<file path="src/rtl/mico8_io_pkg.sv">
// Shared definitions for the Mico8 I/O timer: register offsets, CTRL bit
// positions and the interrupt FSM state encoding.
package mico8_io_pkg;

  localparam logic [2:0] OFS_CTRL      = 3'd0;
  localparam logic [2:0] OFS_STATUS    = 3'd1;
  localparam logic [2:0] OFS_RELOAD_LO = 3'd2;
  localparam logic [2:0] OFS_RELOAD_HI = 3'd3;
  localparam logic [2:0] OFS_PRESC     = 3'd4;
  localparam logic [2:0] OFS_COUNT_LO  = 3'd5;
  localparam logic [2:0] OFS_COUNT_HI  = 3'd6;
  localparam logic [2:0] OFS_CMP       = 3'd7;

  localparam int unsigned CTRL_EN      = 0;
  localparam int unsigned CTRL_IE      = 1;
  localparam int unsigned CTRL_ONESHOT = 2;

  typedef enum logic {
    IDLE = 1'b0,
    PEND = 1'b1
  } irq_state_t;

endpackage

</file>
<file path="src/rtl/mico8_io_regif.sv">
// Address decode, register file and zero-latency read mux for mico8_io_timer.
// Optional CMP register at offset 7 when MICO8_TMR_PWM_EN is defined.
module mico8_io_regif
  import mico8_io_pkg::*;
#(
  parameter logic [7:0]  BASE_ADDR    = 8'h10,
  parameter logic [15:0] RESET_RELOAD = 16'hFFFF
) (
  input  logic        clk,
  input  logic        rst,
  input  logic [7:0]  io_addr,
  input  logic [7:0]  io_wdata,
  input  logic        io_wr,
  input  logic        io_rd,
  output logic [7:0]  io_rdata,
  input  logic [15:0] count,
  input  logic        tc,
  input  logic        en_clr,
  output logic [2:0]  ctrl,
  output logic [15:0] reload,
  output logic [7:0]  presc,
`ifdef MICO8_TMR_PWM_EN
  output logic [7:0]  cmp,
`endif
  output logic        en_rise,
  output logic        tc_wclr
);

  logic       sel;
  logic [2:0] ofs;
  logic       wr_en;
  logic       rd_en;
  logic [7:0] shadow;

  assign sel   = (io_addr[7:3] == BASE_ADDR[7:3]);
  assign ofs   = io_addr[2:0];
  assign wr_en = io_wr && sel;
  assign rd_en = io_rd && sel;

  assign en_rise = wr_en && (ofs == OFS_CTRL) && io_wdata[CTRL_EN] && !ctrl[CTRL_EN];
  assign tc_wclr = wr_en && (ofs == OFS_STATUS) && io_wdata[0];

  // A firmware CTRL write in the same cycle as a one-shot expiry wins.
  always_ff @(posedge clk) begin
    if (rst) begin
      ctrl   <= '0;
      reload <= RESET_RELOAD;
      presc  <= '0;
      shadow <= '0;
`ifdef MICO8_TMR_PWM_EN
      cmp    <= '0;
`endif
    end else begin
      if (en_clr) ctrl[CTRL_EN] <= 1'b0;
      if (wr_en) begin
        case (ofs)
          OFS_CTRL:      ctrl         <= io_wdata[2:0];
          OFS_RELOAD_LO: reload[7:0]  <= io_wdata;
          OFS_RELOAD_HI: reload[15:8] <= io_wdata;
          OFS_PRESC:     presc        <= io_wdata;
`ifdef MICO8_TMR_PWM_EN
          OFS_CMP:       cmp          <= io_wdata;
`endif
          default: ;
        endcase
      end
      if (rd_en && (ofs == OFS_COUNT_LO)) shadow <= count[15:8];
    end
  end

  always_comb begin
    io_rdata = '0;
    if (rd_en) begin
      case (ofs)
        OFS_CTRL:      io_rdata = {5'b0, ctrl};
        OFS_STATUS:    io_rdata = {7'b0, tc};
        OFS_RELOAD_LO: io_rdata = reload[7:0];
        OFS_RELOAD_HI: io_rdata = reload[15:8];
        OFS_PRESC:     io_rdata = presc;
        OFS_COUNT_LO:  io_rdata = count[7:0];
        OFS_COUNT_HI:  io_rdata = shadow;
`ifdef MICO8_TMR_PWM_EN
        OFS_CMP:       io_rdata = cmp;
`endif
        default:       io_rdata = '0;
      endcase
    end
  end

endmodule

</file>
<file path="src/rtl/mico8_io_timer.sv">
// I/O-mapped 16-bit timer and interrupt source for the Mico8 external port.
// Define MICO8_TMR_PWM_EN to add the CMP register and the pwm_out output.
module mico8_io_timer
  import mico8_io_pkg::*;
#(
  parameter logic [7:0]  BASE_ADDR    = 8'h10,
  parameter int unsigned PRESCALE_W   = 8,
  parameter logic [15:0] RESET_RELOAD = 16'hFFFF
) (
  input  logic       clk,
  input  logic       rst,
  input  logic [7:0] io_addr,
  input  logic [7:0] io_wdata,
  input  logic       io_wr,
  input  logic       io_rd,
  output logic [7:0] io_rdata,
  output logic       intr,
  input  logic       intr_ack,
  output logic       tick
`ifdef MICO8_TMR_PWM_EN
  ,output logic      pwm_out
`endif
);

  logic [2:0]            ctrl;
  logic [15:0]           reload;
  logic [7:0]            presc;
  logic                  en_rise;
  logic                  tc_wclr;
  logic [PRESCALE_W-1:0] pcnt;
  logic [15:0]           count;
  logic                  tc;
  logic                  ps_wrap;
  logic                  tc_set;
  logic                  tc_clr;
  irq_state_t            state, state_n;
`ifdef MICO8_TMR_PWM_EN
  logic [7:0]            cmp;
`endif

  mico8_io_regif #(
    .BASE_ADDR    (BASE_ADDR),
    .RESET_RELOAD (RESET_RELOAD)
  ) u_regif (
    .clk      (clk),
    .rst      (rst),
    .io_addr  (io_addr),
    .io_wdata (io_wdata),
    .io_wr    (io_wr),
    .io_rd    (io_rd),
    .io_rdata (io_rdata),
    .count    (count),
    .tc       (tc),
    .en_clr   (tc_set && ctrl[CTRL_ONESHOT]),
    .ctrl     (ctrl),
    .reload   (reload),
    .presc    (presc),
`ifdef MICO8_TMR_PWM_EN
    .cmp      (cmp),
`endif
    .en_rise  (en_rise),
    .tc_wclr  (tc_wclr)
  );

  assign ps_wrap = (pcnt == PRESCALE_W'(presc));
  assign tc_set  = ctrl[CTRL_EN] && ps_wrap && (count == '0);
  assign tc_clr  = tc_wclr || (intr_ack && (state == PEND));
  assign tick    = tc_set && !rst;

  always_ff @(posedge clk) begin
    if (rst) begin
      pcnt  <= '0;
      count <= RESET_RELOAD;
    end else if (en_rise) begin
      pcnt  <= '0;
      count <= reload;
    end else if (ctrl[CTRL_EN]) begin
      if (ps_wrap) begin
        pcnt  <= '0;
        count <= (count == '0) ? reload : count - 16'd1;
      end else begin
        pcnt  <= pcnt + PRESCALE_W'(1);
      end
    end
  end

  always_ff @(posedge clk) begin
    if (rst)         tc <= 1'b0;
    else if (tc_set) tc <= 1'b1;
    else if (tc_clr) tc <= 1'b0;
  end

  always_ff @(posedge clk) begin
    if (rst) state <= IDLE;
    else     state <= state_n;
  end

  always_comb begin
    state_n = state;
    case (state)
      IDLE: if (tc_set && !tc && ctrl[CTRL_IE]) state_n = PEND;
      PEND: begin
        if (!ctrl[CTRL_IE])        state_n = IDLE;
        else if (tc_clr && !tc_set) state_n = IDLE;
      end
      default: state_n = IDLE;
    endcase
  end

  always_comb begin
    intr = (state == PEND);
  end

`ifdef MICO8_TMR_PWM_EN
  always_ff @(posedge clk) begin
    if (rst) pwm_out <= 1'b0;
    else     pwm_out <= ctrl[CTRL_EN] && (count[7:0] < cmp);
  end
`endif

endmodule

</file>
<file path="config.mk">
export PLATFORM = sky130hd
export DESIGN_NAME = mico8_io_timer
export DESIGN_NICKNAME = d
export VERILOG_FILES = /design/src/rtl/mico8_io_pkg.sv /design/src/rtl/mico8_io_regif.sv /design/src/rtl/mico8_io_timer.sv
export SDC_FILE = /design/constraint.sdc
export NUM_CORES = 1
export LEC_CHECK = 0
export CAP_MARGIN = 20
export CORE_ASPECT_RATIO = 1.4
export CORE_MARGIN = 4
export CORE_UTILIZATION = 50
export DETAILED_ROUTE_END_ITERATION = 16
export GPL_TIMING_DRIVEN = 0
export PLACE_DENSITY = 0.8
export RECOVER_POWER = 50
export SETUP_SLACK_MARGIN = 0.1
export SYNTH_ARGS = -nofsm -noshare
export SYNTH_HDL_FRONTEND = slang
export SYNTH_SLANG_ARGS = --single-unit
</file>
<file path="constraint.sdc">
create_clock -name clk -period 3.05 [get_ports clk]
set_input_delay 0.4575 -clock clk [delete_from_list [all_inputs] [get_ports clk]]
set_output_delay 0.4575 -clock clk [all_outputs]
set_load 0.1 [all_outputs]
</file>
# After elaboration in Yosys (flattened, before gate mapping)
# Index checks and enable logic that the tools add are counted.
[totals]
out_inout_bits = 10
reg_bits = 61
input_bits = 21
word_cells = 69
[op_classes]
n_reduce_logical = 32
n_addsub = 2
muxes = 16
bitwise = 1
eq_ne = 8
[ops]
columns = ["cell", "count"]
rows = [
  ["2-to-1 mux 16 bit", 4],
  ["one-hot mux 8 bit (7 select lines)", 1],
  ["logical AND 1 bit", 16],
  ["zero test 16 bit", 1],
  ["2-to-1 mux 8 bit", 2],
  ["subtractor 16 x 1 -> 16 bit, second input constant", 1],
  ["AND reduction 2 bit", 5],
  ["equality test 3 bit, second input constant", 3],
  ["adder 8 x 1 -> 8 bit, second input constant", 1],
  ["equality test 8 bit", 1],
  ["2-to-1 mux 1 bit", 8],
  ["equality test 3 x 2 -> 1 bit, second input constant", 2],
  ["nonzero test 2 bit", 3],
  ["equality test 5 x 2 -> 1 bit, second input constant", 1],
  ["zero test 1 bit", 4],
  ["equality test 3 x 1 -> 1 bit, second input constant", 1],
  ["zero test 3 bit", 1],
  ["one-hot mux 1 bit (2 select lines)", 1],
  ["OR reduction 2 bit", 1],
  ["logical OR 1 bit", 1],
  ["inverter 1 bit", 1],
]

# Depth between registers and ports, before layout
# Gate-level depths: netlist of run 1.
[logic_depth]
ltp_word = 9
ltp_mapped = 8
mapped_depth_nobuf = 7

# Cells and area by module
# Synthesis of run 1 repeated with hierarchy kept, for this count alone.
[hier_totals]
hier_cells = 429
hier_area_um2 = 3644.7
[modules_own_cells]
columns = ["module", "n_inst", "area_per_inst_um2", "seq_area_each_um2", "cells_each"]
rows = [
  ["mico8_io_regif", 1, 2035.7, 700.7, 227],
  ["mico8_io_timer", 1, 1609.0, 520.5, 202],
]

# Least setup slack after synthesis of run 1
# No wires, ideal clock.
[synth_path]
path_kind = "input to output"
from = "input port io_addr[3]"
to = "output port io_rdata[1]"
setup_slack_ps = -1070
path_stages = 4
required_ps = 2592
t_arrival_ps = 3662
cell_sequence = "or4b_4 -> nor3b_1 -> nand2_1 -> a211oi_1"
[synth_via]
elab_chain_len = 3
[synth_rtl]
columns = ["item", "line", "source"]
rows = [
  ["start, declared", "mico8_io_timer.sv:12", "input logic [7:0] io_addr,"],
  ["equality test 5 x 2 -> 1 bit", "mico8_io_regif.sv:35", "assign sel = (io_addr[7:3] == BASE_ADDR[7:3]);"],
  ["logical AND 1 bit", "mico8_io_regif.sv:38", "assign rd_en = io_rd && sel;"],
  ["2-to-1 mux 8 bit", "mico8_io_regif.sv:73", "if (rd_en) begin"],
  ["end, declared", "mico8_io_timer.sv:16", "output logic [7:0] io_rdata,"],
]
# No other way between the ends.

# Final worst setup path of run 1
[layout_path]
from = "input port io_addr[3]"
to = "output port io_rdata[2]"
# Same word-level chain as after synthesis.

==> results of run 1 <==
## layout by cell type (no fill, tap or decap), types with 8 or more instances in the layout
| cell type | n |
|---|---|
| a32oi_1 | 11 |
| clkbuf_1 | 22 |
| clkbuf_8 | 9 |
| clkdlybuf4s50_1 | 18 |
| dfxtp_1 | 61 |
| mux2i_1 | 49 |
| nand2_1 | 35 |
| nor2_1 | 57 |
| nor2b_1 | 8 |
| nor3_1 | 14 |
| o22ai_1 | 11 |
| xnor2_1 | 12 |
## where the power goes
part           internal (µW)  switching (µW)
Sequential               797           0.798
Clock                    296             348
Combinational           49.5            67.8
## cells by family after synthesis
kind of cell | count (synthesis)
AO/OA/AOI/OAI | 64
AND/OR/NAND/NOR | 171
flip-flops | 61
buffers and inverters | 34
multiplexers | 56
XOR/XNOR | 15
adder cells (fa/ha/maj) | 3
## worst max-delay path, cell delays in order
cell             delay (ns)
clkdlybuf4s50_1        0.42
or4b_1                 0.64
nor3b_4                0.30
nand2_4                0.14
a211oi_2               0.23
buf_6                  0.26
## routing by layer
| metal | wire length [µm] | global-route usage (%) | up-vias | share of wire (%) |
|---|---|---|---|---|
| met3 | 753 | 5.29 | 44 | 7.2 |
| met4 | 413 | 12.3 | 0 | 4.0 |
| met2 | 5250 | 43.7 | 175 | 50 |
| li1 | - | - | 1567 | - |
| met1 | 4010 | 28.5 | 1567 | 38 |
| met5 | 0 | 0 | - | 0 |
## sequential cells by signal, summed over array words and instances, names as in the netlist
name / flops
count: 16
intr: 1
pcnt: 8
tc: 1
u_regif.ctrl: 3
u_regif.presc: 8
u_regif.reload: 16
u_regif.shadow: 8
## final cells by class
cell class                      count  area, µm²  area share [%]
Clock buffer                        9        124            2.98
Sequential cell                    61       1220            29.4
Buffer                             30        146            3.53
Clock inverter                      7       51.3            1.24
Multi-Input combinational cell    309       2190            52.7
Timing Repair Buffer               30        292            7.02
Tap cell                           92        115            2.77
Inverter                            4       15.0           0.362
## per-stage QoR
step	instance area, µm²	setup slack, ns	setup TNS [ns]	util, %
2_1_floorplan	3510	-0.144	-1.09	-
3_3_place_gp	3910	-0.865	-7.51	58.3
3_5_place_dp	3910	-0.884	-7.65	58.3
4_1_cts	4110	0.118	0	61.3
5_1_grt	4150	0.0706	0	61.9
6_report	4150	0.133	0	61.9
## cells in the mapped netlist, types with 2 or more instances
| cell | number | area [µm²] |
|---|---|---|
| nand4b_1 | 2 | 17.5 |
| xor2_1 | 3 | 26.3 |
| dfxtp_1 | 61 | 1220 |
| nor3_1 | 14 | 70.1 |
| nand2b_1 | 2 | 12.5 |
| nor2b_1 | 9 | 56.3 |
| nand2_1 | 36 | 135 |
| a21oi_1 | 7 | 35.0 |
| a211o_1 | 2 | 17.5 |
| a21o_1 | 3 | 22.5 |
| mux4_2 | 2 | 45.0 |
| a211oi_1 | 4 | 30.0 |
| or4_1 | 3 | 22.5 |
| nor3b_1 | 3 | 22.5 |
| nand3_1 | 7 | 35.0 |
| and3_1 | 5 | 31.3 |
| a222oi_1 | 5 | 50.1 |
| o22ai_1 | 11 | 68.8 |
| a31oi_1 | 2 | 12.5 |
| o21ai_0 | 6 | 30.0 |
| xnor2_1 | 12 | 105 |
| a22o_1 | 5 | 43.8 |
| and2_1 | 2 | 12.5 |
| nor4_1 | 8 | 50.1 |
| inv_1 | 4 | 15.0 |
| clkbuf_1 | 22 | 82.6 |
| mux2i_1 | 49 | 490 |
| or2_2 | 2 | 12.5 |
| nor4b_1 | 4 | 35.0 |
| mux2_2 | 5 | 56.3 |
| ha_1 | 3 | 37.5 |
| buf_2 | 5 | 25.0 |
| nand4_1 | 7 | 43.8 |
| o31ai_1 | 2 | 15.0 |
| a32oi_1 | 11 | 96.3 |
| nor2_1 | 57 | 214 |
| a311oi_1 | 2 | 17.5 |
## timing repair
action,4_1_cts,5_1_grt
resized for setup,62,10
pin swaps,1,0
buffers inserted,2,0
hold endpoints to repair,0,0
endpoints found under the setup margin,9,7
## final timing paths
check | start | to | slack (ns) | cells past startpoint
min | u_regif.ctrl[1]$_SDFFE_PP0N_ | intr$_SDFF_PP0_ | 0.46 | 2
max reg2reg | u_regif.ctrl[0]$_SDFF_PP0_ | count[8]$_SDFFE_PP1P_ | 0.74 | 5
min reg2reg | u_regif.ctrl[1]$_SDFFE_PP0N_ | intr$_SDFF_PP0_ | 0.46 | 2
max | io_addr[3] | io_rdata[2] | 0.13 | 6
==> results.yml, run 1 <==
final_layout:
  final_layout_size_suffix_gt1_share_pct: 12.9
  syn2layout_area_growth_pct: 18.5
  nets: 469
  diodes: 0
  final_cells: 542
  fillers: 585
floorplanning:
  die_x_um: 78.7
  die_y_um: 107
  initial_utilization_pct: 52.3
  io_pins: 31
  num_rows: 35
  core_um2: 6700
  fp.dieArea_um2: 8420
power_and_ir_drop:
  power_leakage_uw: 0.00144
  finalPower_uw: 1560
  vdd_ir_drop_max_v: 0.000314
  pwr_density_cell_nw_per_um2: 376
sta:
  fin_skew_ns: 0.0102
  hold_ws_ns: 0.462
  setup_violations: 0
  maxSlewViolCount: 0
  hold_viol: 0
  relSlewSlack_pct: 34.7
  finalCriticalPeriod_ns: 2.92
  clock.fmax_mhz: 343
  fin_crit_sh_pct: 95.6
  rsz0062_at_grt: "false"
  tightest_slew_ns: 0.976
logic_synthesis:
  yosysWarnings: 0
  async_flop_share_pct: 0
  synth_xor_area_share_pct: 3.75
  synthesis.nets: 428
  synth_top_family_by_area: "simple AND/OR/NAND/NOR gates"
  synth-main-ff-cell: "dfxtp_1"
  syn_area_per_cell_um2: 8.67
  syn_area_um2: 3500
  ys_ff_latch: 61
  syn-instance-count: 404
  yosysUniqueCellTypes: 54
  synth_compound_area_share_pct: 13.5
  ys_seq_area_share_pct: 34.9
  synth_mux_area_share_pct: 16.9
  synth_edf_count: 0
  synthAdderAreaFrac_pct: 1.07
  yosys.area_share.simple_pct: 25.3
hold_path:
  worstHoldPathType: "flop to flop"
critical_path:
  arrival_ns: 2.46
  crit_fanout: 8
  end_kind: "primary output"
  cp.required_ns: 2.59
  worstSetupPathType: "input pin to primary output"
  start_kind: "input pin"
global_route:
  grt_util_all_layers_pct: 25.0
  grt_pass1_vias: 3339
  overflow: 0
  grt_max_degree: 13
  antenna_found_initial: 0
  grt_pass1_wl_mm: 16.4
clocking:
  clk_pin_slew_ns: 0.07
  clkLatencyLatePin_ns: 0.35
  cts_root_buf: "clkbuf_8"
  cts.sinks: 61
  clk_path_buf_depth: 2
  h-tree-depth: 3
  cts_buffers: 9
  cts_hold_buf: 0
  cts_tree: "yes"
detailed_routing:
  drtIter0Drc: 432
  via_per_inst: 6.19
  drt-pass1-iter-count: 6
  routedWlPerCell_um: 19.3
  drc: 0
  dr_total_vias: 3353
  drt_wl_total_mm: 10.4
  detail-route-antenna-nets: 0
run:
  max_cap_violations: 0
placed_design:
  place_congestion: 0.946
  port_buffers: 28
  hpwl_mm: 7.63
  dpl.cell_count: 524
outcome:
  status: "completed"
No activity file was read; power rests on OpenSTA's default activity.
==> run 2, diff against run 1 <==
Settings changed: RECOVER_POWER 50 to 25.
==> run 2 against run 1 <==
- clock power hardly changed
- routed wire length is 0.57% higher
- clock skew is 0.00056 ns lower
- critical path depth stayed put
- core utilization hardly changed
==> results.yml, run 2 (same netlist as run 1, synthesis figures left out) <==
outcome:
  status: "completed"
critical_path:
  r2r_cells: 5
  max_stage_delay_ns: 0.64
  start_kind: "input pin"
  crit_cells: 6
  cp_num_buf_inv: 2
  cp.required_ns: 2.59
  end_kind: "primary output"
  crit_fanout: 8
  cp_slowest_cell: "or4b_1"
  cp_cell_sequence: "clkdlybuf4s50_1 -> or4b_1 -> nor3b_4 -> nand2_4 -> a211oi_2 -> buf_6"
  worstSetupPathType: "input pin to primary output"
  arrival_ns: 2.46
  crit_family: "simple AND/OR/NAND/NOR gates"
global_route:
  grt_pass1_vias: 3339
  antenna_found_initial: 0
  grt_util_all_layers_pct: 25.0
  grt_pass1_wl_mm: 16.4
  grt_max_degree: 13
  overflow: 0
final_layout:
  final_common_cell: "dfxtp_1"
  diodes: 0
  multi_input_area_um2: 2190
  final_util_pct: 62.0
  mostFrequentLayoutCells: "dfxtp_1, nor2_1, mux2i_1"
  final_cells: 542
  fin_area_um2: 4150
  register_area_um2: 1220
  fillers: 584
  reg.largest.list: "count: 16 flops, u_regif.reload: 16 flops"
  syn2layout_area_growth_pct: 18.6
  final_layout_size_suffix_gt1_share_pct: 13.1
  nets: 469
sta:
  maxSlewViolCount: 0
  fin_skew_ns: 0.00968
  fin_crit_sh_pct: 95.6
  finalCriticalPeriod_ns: 2.91
  hold_viol: 0
  hold_ws_ns: 0.464
  clock.fmax_mhz: 343
  setup_violations: 0
  rsz0062_at_grt: "false"
  relSlewSlack_pct: 35.4
  tightest_slew_ns: 0.966
floorplanning:
  die_y_um: 107
  initial_utilization_pct: 52.3
  io_pins: 31
  die_x_um: 78.7
  num_rows: 35
  fp.dieArea_um2: 8420
  core_um2: 6700
power_and_ir_drop:
  combPwrFrac_pct: 7.6
  p_seq_share_pct: 51.2
  p_int_uw: 1140
  finalPower_uw: 1560
  pwr_density_cell_nw_per_um2: 375
  pwr-share-clk_pct: 41.3
  p_sw_share_pct: 26.7
  vdd_ir_drop_max_v: 0.000317
  switching_power_uw: 416
  power_leakage_uw: 0.00144
clocking:
  cts.sinks: 61
  cts_buffers: 9
  cts_root_buf: "clkbuf_8"
  h-tree-depth: 3
  clk_pin_slew_ns: 0.07
  cts_hold_buf: 0
  cts_tree: "yes"
  clk_path_buf_depth: 2
  clkLatencyLatePin_ns: 0.35
placed_design:
  dpl_cell_area_um2: 3910
  hpwl_mm: 7.63
  port_buffers: 28
  dpl.cell_count: 524
  place_congestion: 0.946
detailed_routing:
  drc: 0
  via_per_inst: 6.22
  drtIter0Drc: 440
  dr_total_vias: 3373
  drt_wl_total_mm: 10.5
  routedWlPerCell_um: 19.4
  drt-pass1-iter-count: 6
  detail-route-antenna-nets: 0
hold_path:
  hold_depth: 2
  worstHoldPathType: "flop to flop"
run:
  max_cap_violations: 0
run 2: routing by layer:
| layer | GRT usage [%] | up-vias | share of wire [%] |
|---|---|---|---|
| li1 | - | 1567 | - |
| met1 | 28.5 | 1599 | 39 |
| met2 | 43.7 | 163 | 50 |
| met3 | 5.29 | 44 | 6.7 |
| met4 | 12.3 | 0 | 3.6 |
| met5 | 0 | - | 0 |
run 2: worst min-delay path, cell delays in order, from the launching register on:
cell	delay [ns]
dfxtp_1	0.33
nand2_1	0.06
a21oi_1	0.03
run 2: what timing repair did:
item / CTS / global route
setup buffers: 2 / 0
pin swaps: 1 / 0
gates resized for setup: 62 / 10
setup endpoints to repair: 9 / 7
run 2: cell type report:
class | instances | share of cell area [%]
well taps | 92 | 2.77
repair buffers | 30 | 7.02
inverters | 4 | 0.362
plain buffers | 30 | 3.56
flip-flops and latches | 61 | 29.4
clock inverters | 7 | 1.24
clock buffers | 9 | 2.98
multi-input cells | 309 | 52.7
run 2: stage by stage:
stage,worst slack (ns),setup TNS (ns)
final,0.135,0
after floorplan,-0.144,-1.09
after global routing,0.0706,0
after CTS,0.118,0
after global placement,-0.865,-7.51
after detailed placement,-0.884,-7.65
run 2: path summary, 6_finish.rpt:
kind	from	slack (ns)	endpoint
max	io_addr[3]	0.14	io_rdata[2]
min	u_regif.ctrl[1]$_SDFFE_PP0N_	0.46	intr$_SDFF_PP0_
max reg2reg	u_regif.ctrl[0]$_SDFF_PP0_	0.73	count[8]$_SDFFE_PP1P_
min reg2reg	u_regif.ctrl[1]$_SDFFE_PP0N_	0.46	intr$_SDFF_PP0_
run 2: power groups by stage:
stage	clock network, µW	registers (µW)	logic (µW)
after floorplan	0	816	61.2
after global placement	0	816	110
after detailed placement	0	816	111
after CTS	653	797	113
after global routing	686	797	125
final	643	797	118
==> RTL change 1 (flow settings as in run 1) <==
`PRESCALE_W`: 8 -> 6.
--- a/src/rtl/mico8_io_timer.sv
+++ b/src/rtl/mico8_io_timer.sv
@@ -6,3 +6,3 @@
   parameter logic [7:0]  BASE_ADDR    = 8'h10,
-  parameter int unsigned PRESCALE_W   = 8,
+  parameter int unsigned PRESCALE_W   = 6,
   parameter logic [15:0] RESET_RELOAD = 16'hFFFF
Function: changed (a bounded check fails within 4 cycles, from zero or initial values and one cycle with rst high).
==> RTL change 1 against run 1 <==
  * Setup slack worse by 32 ps
  * Sequential cell count is 2 lower
  * Die area is 5.2% lower
  * Register-to-register slack worse by 80 ps
  * Total power is 3.6% lower
  * Routed wire length is 2.3% lower
  * Clock skew is 4.3 ps lower
  * Sequential share of layout area is 1.1 points higher
  * Design area is 6.8% lower
  * Worst hold slack better by 26 ps
  * Area after synthesis is 5.6% lower
==> RTL change 1: results (changes against run 1) <==
* Largest net degree at the start of global routing at 12 (-1)
* Area contributors post-synth: dfxtp_1 36%, nor2_1 8.1%, mux2i_1 5.8%
* Dpl ws at -949 ps (-64.6 ps)
* Post-synthesis sequential area ratio at 35.8% (+0.88 points)
* Gpl congestion at 0.967 (+2.3%)
* Global-route wire length before repair at 16600 µm (+1.4%)
* Final #Nets at 463 (-1.3%)
* ANT cells at 0 (unchanged)
* DR iter-0 viols at 410 (-5.1%)
* Vias in the first global route at 3362 (+0.69%)
* Met3 usage at 4.94% (-0.35 points)
* Port bufs at 28 (unchanged)
* Crit-path max FO at 10 (+2)
* Maximum VDD drop at 0.396 mV (+26%)
* CTS Buf Count at 9 (unchanged)
* Run status: finished clean
* DR pass1 iterations at 5 (-1)
* Ys Warns at 0 (unchanged)
* Clk_lat worst skew at 340 ps
* Post-CTS Resized at 56 (-9.7%)
* Cell Count, Final, Fillers Out at 516 (-4.8%)
* Dpl hpwl at 7770 µm (+1.9%)
* Post-DRT Antenna Nets at 0 (unchanged)
* Post-Place Cells at 500 (-4.6%)
* Largest regs: count (16), u_regif.reload (16)
* Yosys cell types at 60 (+11%)
* Layout cell share with drive strength beyond 1 at 14.2% (+1.3 points)
* CTS max path bufs at 2 (unchanged)
* GR Util All Layers at 26.1% (+1.1 points)
* Met2 usage at 43.8% (about the same)
* Mapped Avg Cell Area at 8.26 µm² (-4.7%)
* Clk root buf: clkbuf_8
* # Post-CTS Setup Buffers at 0 (-2)
* H-tree depth at 3 (unchanged)
* DR vias/cell at 6.46 (+4.3%)
* Final Skew at 5.93 ps (-4.30 ps)
* Syn Nets at 424 (-0.93%)
* Worst min path class: flop to flop
* Ys async rst share at 0% (unchanged)
* Commonest cells in the netlist: 71 x nor2_1, 59 x dfxtp_1, 20 x a211o_1
* Clk pin slew, worst setup/hold paths at 70 ps (about the same)
* Routing usage on met1 at 31.1% (+2.5 points)
* Synth Flop Type: dfxtp_1
* Worst-Margin Slew at 983 ps (+7.37 ps)
* Fillers at 536 (-8.4%)
* Static Leak at 0.00149 µW (+3.4%)
* Total Wirelength at 10200 µm (-2.3%)
* Antenna violations before repair at 0 (unchanged)
## RTL change 1: cell families after synthesis
logic type / count (synthesis) / synth area share [%]
AO/OA/AOI/OAI: 91 / 19.8
XOR/XNOR: 10 / 2.65
adder cells (fa/ha/maj): 3 / 1.14
buffers and inverters: 41 / 5.26
flip-flops: 59 / 35.8
multiplexers: 26 / 8.48
AND/OR/NAND/NOR: 170 / 26.9
## RTL change 1: critical path: stages
cell	delay, ps
dlygate4sd3_1	720
buf_2	350
mux2i_1	220
nor2_1	70
a311oi_1	320
a211oi_2	90
buf_4	260
## RTL change 1: cell type report
type | instances | area (µm²) | share of cell area [%]
Multi-Input combinational cell | 300 | 1980 | 51.3
Sequential cell | 59 | 1180 | 30.5
Inverter | 15 | 56.3 | 1.45
Timing Repair Buffer | 28 | 268 | 6.92
Clock buffer | 9 | 124 | 3.20
Clock inverter | 7 | 45.0 | 1.16
Tap cell | 72 | 90.1 | 2.33
Buffer | 26 | 121 | 3.14
## RTL change 1: metrics by stage
stage	power (µW)	cell area, µm²
6_report	1500	3870
4_1_cts	1500	3860
2_1_floorplan	855	3330
3_5_place_dp	904	3700
5_1_grt	1550	3870
3_3_place_gp	903	3700
## RTL change 1: routing by layer
layer / share of wire, % / routed length [µm]
met1: 38 / 3860
met2: 49 / 4990
met3: 8.2 / 837
met4: 4.9 / 503
met5: 0 / 0
## RTL change 1: path summary, 6_finish.rpt
kind	end	from	slack (ps)	cells past startpoint
max	io_rdata[2]	io_addr[2]	100	7
min	tc	tc	490	2
max reg2reg	count[1]	u_regif.ctrl[0]	660	7
min reg2reg	tc	tc	490	2
## RTL change 1: where the power goes
part	internal (µW)	switching, µW
combinational	51.1	67.3
sequential	771	1.09
clock	289	324
==> RTL change 2 (flow settings as in run 1) <==
Without the edit above. Put a register stage on the output `intr`, cleared by the reset. The value now appears one clock later. The other outputs are not delayed to match.
--- a/src/rtl/mico8_io_timer.sv
+++ b/src/rtl/mico8_io_timer.sv
@@ -23,2 +23,4 @@
 );
+
+  logic intr_d;
 
@@ -110,3 +112,3 @@
   always_comb begin
-    intr = (state == PEND);
+    intr_d = (state == PEND);
   end
@@ -120,2 +122,10 @@
 
+  always_ff @(posedge clk) begin
+    if (rst) begin
+      intr <= '0;
+    end else begin
+      intr <= intr_d;
+    end
+  end
+
 endmodule
Formal check against the unedited RTL: not equivalent (a bounded check fails within 10 cycles, from zero or initial values and one cycle with rst high).
==> RTL change 2 against run 1 <==
  * Sequential power grew 2%
  * Routed wire length grew 4.3%
  * Via count grew 4.5%
  * Design area grew 3.1%
  * Non-clock buffer count shrank 2
  * Setup slack gained 42 ps
  * Area after synthesis grew 2.4%
  * Die area grew 2.1%
  * Synthesized cell count grew 3.2%
  * Sequential cell count grew 1
  * Combinational power grew 6%
  * Total power grew 12%
  * Critical path type is now flop to primary output
==> RTL change 2: results (changes against run 1) <==
* R2r endpoint: count[8]
* Ys async rst share at 0% (unchanged)
* Area contributors post-synth: dfxtp_1 35%, mux2i_1 11%, nor2_1 4.6%
* Final Skew at 9.83 ps (-0.403 ps)
* GR Util All Layers at 26.0% (+0.97 points)
* Dpl hpwl at 7840 µm (+2.8%)
* Commonest cells in the netlist: 62 x dfxtp_1, 44 x nor2_1, 38 x mux2i_1
* Ys Warns at 0 (unchanged)
* Run status: finished clean
* WP data arrival at 2420 ps (-40 ps)
* Vias in the first global route at 3462 (+3.7%)
* DR vias/cell at 6.26 (+1.1%)
* Hold Path Depth at 2 (unchanged)
* Clk root buf: clkbuf_8
* Post-synthesis sequential area ratio at 34.6% (-0.25 points)
* Yosys cell types at 55 (+1.9%)
* Post-Place Cells at 540 (+3.1%)
* R2r setup slk at 590 ps (-150 ps)
* CTS Buf Count at 9 (unchanged)
* Final #Nets at 484 (+3.2%)
* Clk pin slew, worst setup/hold paths at 80 ps
* Largest net degree at the start of global routing at 13 (unchanged)
* Static Leak at 0.00158 µW (+9.8%)
* Hold slack at 472 ps (+9.50 ps)
* Gpl congestion at 0.958 (+1.3%)
* Largest regs: count (16), u_regif.reload (16)
* Layout cell share with drive strength beyond 1 at 12.3% (-0.63 points)
* Worst rel slew slack at 32.7% (-2.0 points)
* H-tree depth at 3 (unchanged)
* DR iter-0 viols at 414 (-4.2%)
* Clk_lat worst skew at 350 ps (about the same)
* Worst min path class: flop to flop
* Worst Hold Path EP: intr_d
* Global-route wire length before repair at 17300 µm (+5.5%)
* ANT cells at 0 (unchanged)
* Total Wirelength at 10900 µm (+4.3%)
* CTS max path bufs at 2 (unchanged)
* Syn Nets at 441 (+3.0%)
* Syn Inst Count at 417 (+3.2%)
* Antenna violations before repair at 0 (unchanged)
* Crit-path max FO at 9 (+1)
* Critical Path Start: count[8]
* Maximum VDD drop at 0.557 mV (+77%)
* Cell Count, Final, Fillers Out at 560 (+3.3%)
* Worst r2r src: pcnt[1]
-- RTL change 2: changes by cell type after synthesis, sizes merged, moves of 5 or more --
cell,before,now
a21oi,7,26
a32oi,11,1
o21a,0,7
nand3,7,20
o21ai,6,17
clkbuf,22,16
nand4,7,12
mux2i,49,38
nor2,57,44
a21o,3,12
o22ai,11,0
nor4b,4,13
-- RTL change 2: how the worst max path moves through the flow --
stage	end	slack, ps	cells after the start
2_1_floorplan	io_rdata[6]	-70	5
3_3_place_gp	io_rdata[2]	-980	7
3_5_place_dp	io_rdata[2]	-1000	7
4_1_cts	io_rdata[3]	110	7
5_1_grt	tick	80	7
6_report	tick	180	5
-- RTL change 2: repair_timing --
action	CTS	global route
pin swaps	1	2
setup buffers	1	3
hold buffers	0	0
gates resized for setup	56	10
endpoints found under the setup margin	9	6
-- RTL change 2: stage by stage --
stage	instance area, µm²	setup WS [ps]	setup TNS, ps	power [µW]	utilization, %
after floorplan	3600	-65.6	-370	893	-
after global placement	4000	-977	-7880	944	57.3
after detailed placement	4000	-1000	-8040	946	57.3
after CTS	4220	112	0	1750	60.5
after global routing	4280	79.6	0	1790	61.3
final	4280	175	0	1750	61.3
-- RTL change 2: cells by family (layout without fill, tap and decap cells) --
logic type / count (synthesis) / after routing / synth area share (%)
simple gates: 172 / 172 / 26.7
compound gates: 88 / 88 / 16.6
flops: 62 / 62 / 34.6
mux: 45 / 45 / 13.4
buf+inv: 32 / 80 / 3.95
xor+xnor: 15 / 15 / 3.67
fa+ha+maj: 3 / 3 / 1.05
-- RTL change 2: final cells by class --
cell class	instances	area, µm²
Clock inverter	7	97.6
Inverter	6	22.5
Sequential cell	62	1240
Tap cell	95	119
Timing Repair Buffer	32	293
Buffer	26	124
Fill cell	615	2700
Clock buffer	9	124
Multi-Input combinational cell	323	2260
-- RTL change 2: layer usage --
layer	track usage (%)	vias to the layer above	part of all wire, %
met1	30.0	1629	37
met5	0	-	0
met4	15.6	0	5.3
met2	43.7	199	50
met3	5.33	52	7.6
li1	-	1623	-
-- RTL change 2: worst max-delay path: stages (launching register included) --
cell	delay, ps
dfxtp_1	390
nor4_4	510
nand4_1	330
nor4_4	410
and2_1	200
buf_6	220
-- RTL change 2: power by group --
group	leakage (µW)	switching (µW)	internal, µW
registers	0.000501	0.774	810
clock network	0.000106	353	462
logic	0.000979	72.0	52.0
